## config.mk

```make
export PLATFORM = sky130hd
export DESIGN_NAME = mfp_ahb_lite_2m_arbiter
export DESIGN_NICKNAME = d
export VERILOG_FILES = /design/src/rtl/mfp_ahb_lite_2m_arbiter.sv
export SDC_FILE = /design/constraint.sdc
export NUM_CORES = 1
export LEC_CHECK = 0
export CAP_MARGIN = 20
export CELL_PAD_IN_SITES_DETAIL_PLACEMENT = 1
export CELL_PAD_IN_SITES_GLOBAL_PLACEMENT = 2
export CORE_MARGIN = 2
export CORE_UTILIZATION = 21
export CTS_BUF_LIST = sky130_fd_sc_hd__clkbuf_8
export DETAILED_ROUTE_END_ITERATION = 8
export PLACE_DENSITY = 0.85
export SETUP_SLACK_MARGIN = 0.1
export SYNTH_ARGS = -nofsm -noshare
export SYNTH_HDL_FRONTEND = slang
export SYNTH_SLANG_ARGS = --single-unit
```

## constraint.sdc

```tcl
create_clock -name HCLK -period 1.7 [get_ports HCLK]
set_input_delay 0.34 -clock HCLK [delete_from_list [all_inputs] [get_ports HCLK]]
set_output_delay 0.34 -clock HCLK [all_outputs]
set_load 0.05 [all_outputs]
```

## src/rtl/mfp_ahb_lite_2m_arbiter.sv

```systemverilog
// Two-master AHB-Lite arbiter. Address phases from the master that does not own
// the bus are held in a one-entry buffer per master and replayed later, so a
// master is only stalled and never loses a transfer.
module mfp_ahb_lite_2m_arbiter #(
  parameter int unsigned DEFAULT_OWNER = 0
) (
  input  logic        HCLK,
  input  logic        HRESETn,
  input  logic [31:0] M0_HADDR,
  input  logic [1:0]  M0_HTRANS,
  input  logic        M0_HWRITE,
  input  logic [2:0]  M0_HSIZE,
  input  logic [2:0]  M0_HBURST,
  input  logic [3:0]  M0_HPROT,
  input  logic        M0_HMASTLOCK,
  input  logic [31:0] M0_HWDATA,
  output logic [31:0] M0_HRDATA,
  output logic        M0_HREADY,
  output logic        M0_HRESP,
  input  logic [31:0] M1_HADDR,
  input  logic [1:0]  M1_HTRANS,
  input  logic        M1_HWRITE,
  input  logic [2:0]  M1_HSIZE,
  input  logic [2:0]  M1_HBURST,
  input  logic [3:0]  M1_HPROT,
  input  logic        M1_HMASTLOCK,
  input  logic [31:0] M1_HWDATA,
  output logic [31:0] M1_HRDATA,
  output logic        M1_HREADY,
  output logic        M1_HRESP,
  output logic [31:0] S_HADDR,
  output logic [1:0]  S_HTRANS,
  output logic        S_HWRITE,
  output logic [2:0]  S_HSIZE,
  output logic [2:0]  S_HBURST,
  output logic [3:0]  S_HPROT,
  output logic        S_HMASTLOCK,
  output logic [31:0] S_HWDATA,
  input  logic [31:0] S_HRDATA,
  input  logic        S_HREADY,
  input  logic        S_HRESP
);

  localparam int unsigned AW = 32;
  localparam int unsigned DW = 32;

  localparam logic [1:0] TRANS_IDLE = 2'b00;
  localparam logic [1:0] DO_NONE    = 2'b00;
  localparam logic [1:0] DO_M0      = 2'b01;
  localparam logic [1:0] DO_M1      = 2'b10;

  typedef struct packed {
    logic [AW-1:0] addr;
    logic [1:0]    trans;
    logic          write;
    logic [2:0]    size;
    logic [2:0]    burst;
    logic [3:0]    prot;
    logic          lock;
  } ahb_ctrl_t;

  ahb_ctrl_t live0_c, live1_c, fwd_c;
  ahb_ctrl_t pend0_q, pend0_d, pend1_q, pend1_d;
  logic      pend0_vld_q, pend0_vld_d, pend1_vld_q, pend1_vld_d;
  logic      owner_q, owner_d;
  logic [1:0] downer_q, downer_d;
  logic      hready0_c, hready1_c, acc0_c, acc1_c;
  logic      fwd0_c, fwd1_c, keep_c, other_req_c;
  logic [1:0] own_trans_c;

  // Pack live master address/control and derive per-master ready/accept.
  always_comb begin
    live0_c   = '{addr: M0_HADDR, trans: M0_HTRANS, write: M0_HWRITE, size: M0_HSIZE,
                  burst: M0_HBURST, prot: M0_HPROT, lock: M0_HMASTLOCK};
    live1_c   = '{addr: M1_HADDR, trans: M1_HTRANS, write: M1_HWRITE, size: M1_HSIZE,
                  burst: M1_HBURST, prot: M1_HPROT, lock: M1_HMASTLOCK};
    hready0_c = pend0_vld_q ? 1'b0 : ((downer_q == DO_M0) ? S_HREADY : 1'b1);
    hready1_c = pend1_vld_q ? 1'b0 : ((downer_q == DO_M1) ? S_HREADY : 1'b1);
    acc0_c    = hready0_c & M0_HTRANS[1];
    acc1_c    = hready1_c & M1_HTRANS[1];
  end

  // Owner's buffered transfer wins over its live bus; a stalled live bus is shown as IDLE.
  always_comb begin
    fwd_c = owner_q ? live1_c : live0_c;
    if (!owner_q && pend0_vld_q) begin
      fwd_c = pend0_q;
    end else if (owner_q && pend1_vld_q) begin
      fwd_c = pend1_q;
    end else if ((!owner_q && !hready0_c) || (owner_q && !hready1_c)) begin
      fwd_c.trans = TRANS_IDLE;
    end
    fwd0_c = fwd_c.trans[1] & ~owner_q;
    fwd1_c = fwd_c.trans[1] & owner_q;
  end

  // Next state: buffer capture/clear, data-phase owner and round-robin ownership.
  always_comb begin
    pend0_d     = pend0_q;
    pend1_d     = pend1_q;
    pend0_vld_d = pend0_vld_q;
    pend1_vld_d = pend1_vld_q;
    downer_d    = downer_q;
    owner_d     = owner_q;
    own_trans_c = owner_q ? M1_HTRANS : M0_HTRANS;
    keep_c      = (fwd_c.trans[1] & fwd_c.lock) | own_trans_c[0];
    other_req_c = owner_q ? (pend0_vld_q | acc0_c) : (pend1_vld_q | acc1_c);

    if (pend0_vld_q && !owner_q && S_HREADY) pend0_vld_d = 1'b0;
    if (pend1_vld_q && owner_q && S_HREADY)  pend1_vld_d = 1'b0;
    if (acc0_c && (owner_q || !S_HREADY)) begin
      pend0_vld_d = 1'b1;
      pend0_d     = live0_c;
    end
    if (acc1_c && (!owner_q || !S_HREADY)) begin
      pend1_vld_d = 1'b1;
      pend1_d     = live1_c;
    end

    if (S_HREADY) begin
      downer_d = fwd0_c ? DO_M0 : (fwd1_c ? DO_M1 : DO_NONE);
      if (!keep_c && other_req_c) owner_d = ~owner_q;
    end
  end

  // State registers with synchronous active-low reset.
  always_ff @(posedge HCLK) begin
    if (!HRESETn) begin
      owner_q     <= 1'(DEFAULT_OWNER);
      downer_q    <= DO_NONE;
      pend0_vld_q <= 1'b0;
      pend1_vld_q <= 1'b0;
      pend0_q     <= '0;
      pend1_q     <= '0;
    end else begin
      owner_q     <= owner_d;
      downer_q    <= downer_d;
      pend0_vld_q <= pend0_vld_d;
      pend1_vld_q <= pend1_vld_d;
      pend0_q     <= pend0_d;
      pend1_q     <= pend1_d;
    end
  end

  assign S_HADDR     = fwd_c.addr;
  assign S_HTRANS    = fwd_c.trans;
  assign S_HWRITE    = fwd_c.write;
  assign S_HSIZE     = fwd_c.size;
  assign S_HBURST    = fwd_c.burst;
  assign S_HPROT     = fwd_c.prot;
  assign S_HMASTLOCK = fwd_c.lock;
  assign S_HWDATA    = (downer_q == DO_M0) ? M0_HWDATA :
                       (downer_q == DO_M1) ? M1_HWDATA : DW'(0);

  assign M0_HRDATA = S_HRDATA;
  assign M1_HRDATA = S_HRDATA;
  assign M0_HREADY = hready0_c;
  assign M1_HREADY = hready1_c;
  assign M0_HRESP  = (downer_q == DO_M0) ? S_HRESP : 1'b0;
  assign M1_HRESP  = (downer_q == DO_M1) ? S_HRESP : 1'b0;

endmodule
```

### Yosys cells after proc, flatten, opt, wreduce, memory -nomap -nowiden

Index checks and enable logic that the tools add are counted.

| cells by class | value |
|---|---|
| equality and inequality tests | 2 |
| mux-type cells | 22 |
| bitwise gates (word level) | 9 |
| reductions and logical operators | 20 |

Operators by type and width:

| cell | number |
|---|---|
| $mux 32 | 3 |
| $mux 46 | 2 |
| $mux 1 | 12 |
| $mux 12 | 1 |
| $logic_and 1x1->1 | 9 |
| $mux 2 | 4 |
| $and 1x1->1 | 5 |
| $logic_not 1->1 | 5 |
| $reduce_bool 2->1 | 2 |
| $logic_or 1x1->1 | 3 |
| $or 1x1->1 | 3 |
| $eq 2x1->1 const B | 1 |
| $eq 2x2->1 const B | 1 |
| $reduce_and 2->1 | 1 |
| $not 1->1 | 1 |

| word-level totals | value |
|---|---|
| register bits after elaboration | 97 |
| input bits | 192 |
| output and inout bits | 146 |
| logic and storage cells | 71 |

### Depth between registers and ports, before layout

| depth | value |
|---|---|
| word-level depth | 14 |
| gate-level depth with buffers | 8 |
| depth with buffers taken out | 5 |

### Worst setup path before layout

No wires, ideal clock.

| timing | value |
|---|---|
| path kind | register -> output |
| start | reg pend1_vld_q |
| end | out S_HTRANS[0] |
| arrival | 2055 ps |
| path slack | -695 ps |
| stages on the path, launching flop included | 5 |
| cells stage by stage | dfxtp_1 -> buf_2 -> mux2_2 -> a211o_1 -> o21ai_0 |

| between the ends | value |
|---|---|
| longest elaborated chain between the ends | 7 |
| elaborated cells on any way between the ends | 8 |
| classes of those cells | mux (4); reduce/logical (4) |

Ends and longest elaborated chain:

| element | RTL line | source |
|---|---|---|
| from (decl) | 64 | `logic pend0_vld_q, pend0_vld_d, pend1_vld_q, pend1_vld_d;` |
| from (signal assigned) | 139 | `pend1_vld_q <= pend1_vld_d;` |
| $mux 1 | 78 | `hready1_c = pend1_vld_q ? 1'b0 : ((downer_q == DO_M1) ? S_HREADY : 1'b1);` |
| $logic_not 1->1 | 90 | `end else if ((!owner_q && !hready0_c) \|\| (owner_q && !hready1_c)) begin` |
| $logic_and 1x1->1 | 90 |  |
| $logic_or 1x1->1 | 90 |  |
| $mux 2 | 90 |  |
| $mux 2 (*) | 88 | `end else if (owner_q && pend1_vld_q) begin` |
| $mux 46 (*) | 86 | `if (!owner_q && pend0_vld_q) begin` |
| to (decl) | 32 | `output logic [1:0] S_HTRANS,` |

Every way passes the cells marked *; elsewhere a longest branch is shown, timed or not.

### Final worst setup path

| timing | value |
|---|---|
| start | reg owner_q |
| end | out S_HTRANS[1] |

| between the ends | value |
|---|---|
| longest elaborated chain between the ends | 6 |
| elaborated cells on any way between the ends | 10 |
| classes of those cells | mux (4); reduce/logical (6) |

Ends and longest elaborated chain:

| element | RTL line | source |
|---|---|---|
| from (decl) | 65 | `logic owner_q, owner_d;` |
| from (signal assigned) | 129 | `owner_q <= 1'(DEFAULT_OWNER);` |
| from (signal assigned) | 136 | `owner_q <= owner_d;` |
| $logic_not 1->1 | 86, 90 |  |
| $logic_and 1x1->1 | 90 |  |
| $logic_or 1x1->1 | 90 |  |
| $mux 2 | 90 |  |
| $mux 2 | 88 |  |
| $mux 46 (*) | 86 |  |

Marks and branches as above.

==> impl_metrics.py <==
metrics = {
    "placement": {
        "dp_hpwl_mm": 18.1,
        "portBuffers": 241,
        "dp_cells": 1343,
        "place_ws_ps": -551,
        "gp_congestion": 0.784,
    },
    "pwr": {
        "combPwrFrac_pct": 49.2,
        "clkPwrFrac_pct": 22.5,
        "p_leak_nw": 4.77,
        "sequentialPowerShare_pct": 28.2,
        "max-vdd-ir-drop_mv": 0.418,
        "switching_power_mw": 3.09,
        "power_density_nw_per_um2": 712,
        "p_int_mw": 5.78,
        "switching_share_pct": 34.9,
    },
    "routing": {
        "drc": 0,
        "wl_mm": 29.7,
        "wire_per_inst_microns": 21.1,
        "viasPerCell": 4.64,
        "drt_iter0_drc": 203,
        "detail_route.first_pass.iterations": 4,
        "vias": 6539,
        "drtAntennaViolNets": 0,
    },
    "sta": {
        "finalCritPeriodShare_pct": 126,
        "slew_violations": 0,
        "post-route-min-period_ps": 2140,
        "hold_viol_final": 0,
        "setup_ws_ps": -442,
        "fmax_mhz": 467,
        "finClkSkew_ps": 16.2,
        "setup_viol": 165,
        "worst_pin_slew_ps": 422,
        "slew_headroom_pct": 71.8,
        "rsz0062_at_grt": "true",
    },
    "layout": {
        "mostFrequentLayoutCells": "nand2_1, clkdlybuf4s50_1, buf_12, dfxtp_1, buf_4",
        "final_common_cell": "nand2_1",
        "final_util_pct": 44.6,
        "design.final.nets": 1219,
        "antenna_cells": 0,
        "syn2layout_area_growth_pct": 108,
        "drive_gt1_share_pct": 41.7,
        "fin_cells": 1408,
    },
    "status": {
        "violations": "setup timing",
        "status": "finished with violations",
    },
    "global_route": {
        "grt_pass1_vias": 7052,
        "grt-ovfl-total": 0,
        "grt.total_usage_pct": 18.5,
        "grt_pass1_wl_mm": 43.0,
        "antenna_found_initial": 0,
        "grt_max_degree": 45,
    },
    "synthesis": {
        "yosysSeqAreaShare_pct": 32.4,
        "synth_cell_type_count": 37,
        "yosysWarnings": 0,
        "syn_nets": 949,
        "synthCells": 757,
        "synthesis.area_sq_um": 6000,
        "syn_avg_cell_area_sq_um": 7.92,
        "ys_ff_latch": 97,
    },
    "hold_path": {
        "hold_class": "primary input to register",
    },
    "floorplanning": {
        "rows": 61,
        "die_h_microns": 173,
        "fp.dieArea_sq_um": 29900,
        "start_util_pct": 21.5,
        "fp.dieW_microns": 173,
        "core_sq_um": 27900,
        "pin_count": 338,
    },
    "setup_path": {
        "critPathArrivalTime_ps": 1800,
        "worst_setup_path_end_kind": "output port",
        "critPathRequiredTime_ps": 1360,
        "path_max_fanout": 4,
        "critPathLaunchType": "register",
        "critPathKind": "register to output port",
    },
    "clock_tree": {
        "cts-root-buf": "clkbuf_8",
        "htree_levels": 3,
        "clk_pin_slew_ps": 90,
        "cts_sinks": 97,
        "cts_hold_buf": 0,
        "clockBufferDepth": 2,
        "clk_latency_ps": 380,
        "cts_tree": "built",
        "numCtsBuffers": 9,
    },
    "run": {
        "maxCapViolCount": 0,
    },
}
==> kinds of logic after synthesis <==
| kind of cell | after synthesis | share of synthesized area [%] |
|---|---|---|
| AO/OA/AOI/OAI | 230 | 27.6 |
| buffers and inverters | 131 | 13.8 |
| flip-flops | 97 | 32.4 |
| multiplexers | 46 | 7.70 |
| AND/OR/NAND/NOR | 253 | 18.5 |
==> area by class of cell <==
cell class | count | area, sq um
Clock inverter | 5 | 129
Tap cell | 378 | 473
Fill cell | 3034 | 15500
Clock buffer | 9 | 124
Multi-Input combinational cell | 529 | 4530
Inverter | 3 | 11.3
Timing Repair Buffer | 387 | 5230
Sequential cell | 97 | 1960
==> through the flow <==
step / area [sq um] / power [mW] / TNS (ps) / hold WS (ps)
after floorplan: 6810 / 4.76 / -367 / 435
after global placement: 10600 / 6.20 / -42410 / 440
after detailed placement: 10600 / 6.24 / -43740 / 447
after CTS: 12000 / 8.77 / -29010 / 373
after global routing: 12500 / 9.26 / -42280 / 406
final: 12500 / 8.87 / -27960 / 393
==> sequential cells by signal (all words and copies together), names as in the netlist <==
signal and cells:
pend0_q 46, pend1_q 46, downer_q 2, owner_q 1
pend0_vld_q 1, pend1_vld_q 1
==> power groups by stage <==
| stage | Clock [mW] | Sequential (mW) | Combinational [mW] |
|---|---|---|---|
| 6_report | 2.00 | 2.51 | 4.36 |
| 5_1_grt | 2.17 | 2.52 | 4.57 |
| 4_1_cts | 2.09 | 2.50 | 4.19 |
| 3_5_place_dp | 0 | 2.54 | 3.70 |
| 3_3_place_gp | 0 | 2.53 | 3.66 |
| 2_1_floorplan | 0 | 2.52 | 2.25 |
==> layer usage <==
metal | global-route usage, % | vias up | part of all wire, %
met3 | 3.47 | 33 | 4.5
met2 | 33.5 | 193 | 51
li1 | - | 3079 | -
met4 | 4.70 | 0 | 1.8
met1 | 22.5 | 3234 | 42
met5 | 0 | - | 0
==> worst max-delay path, stage by stage (launching register included) <==
cell      delay [ps]
dfxtp_4          390
mux2_4           310
a211o_4          310
o221ai_4         250
buf_12           170
==> path summary, 6_finish.rpt <==
| kind | startpoint | to | slack, ps | depth (start not counted) |
|---|---|---|---|---|
| max | owner_q$_SDFFE_PN0P_ | S_HTRANS[1] | -440 | 4 |
| min | HRESETn | pend1_vld_q$_SDFFE_PN0P_ | 390 | 3 |
| max reg2reg | owner_q$_SDFFE_PN0P_ | owner_q$_SDFFE_PN0P_ | -260 | 6 |
| min reg2reg | pend0_q[40]$_SDFFE_PN0P_ | pend0_q[40]$_SDFFE_PN0P_ | 460 | 2 |
==> repair_timing <==
| item | CTS | global route |
|---|---|---|
| endpoints found under the setup margin | 176 | 177 |
| gates resized for setup | 125 | 75 |
| setup buffers | 22 | 4 |
| pin swaps | 39 | 12 |
| cloned | 18 | 7 |
==> synthesized netlist by cell type (all sizes together) <==
cell	count	area (sq um)
a2111o	1	11.3
a2111oi	1	10.0
a211o	1	8.76
a211oi	44	330
a21bo	1	10.0
a21boi	90	676
a21oi	47	235
a22o	32	280
a31o	1	8.76
a31oi	2	12.5
a32o	1	10.0
and2	2	12.5
and3	2	12.5
buf	93	684
clkbuf	35	131
dfxtp	97	1940
inv	3	11.3
mux2	1	11.3
mux2i	45	450
nand2	187	702
nand2b	1	6.26
nand3	1	5.00
nor2	8	32.5
nor2b	48	300
nor3	1	16.3
nor4bb	1	10.0
o211a	1	10.0
o21a	2	15.0
o21ai	5	25.0
o221ai	1	15.0
or2	1	6.26
or3	1	6.26
Note: power is estimated with default switching activity, not from simulation.
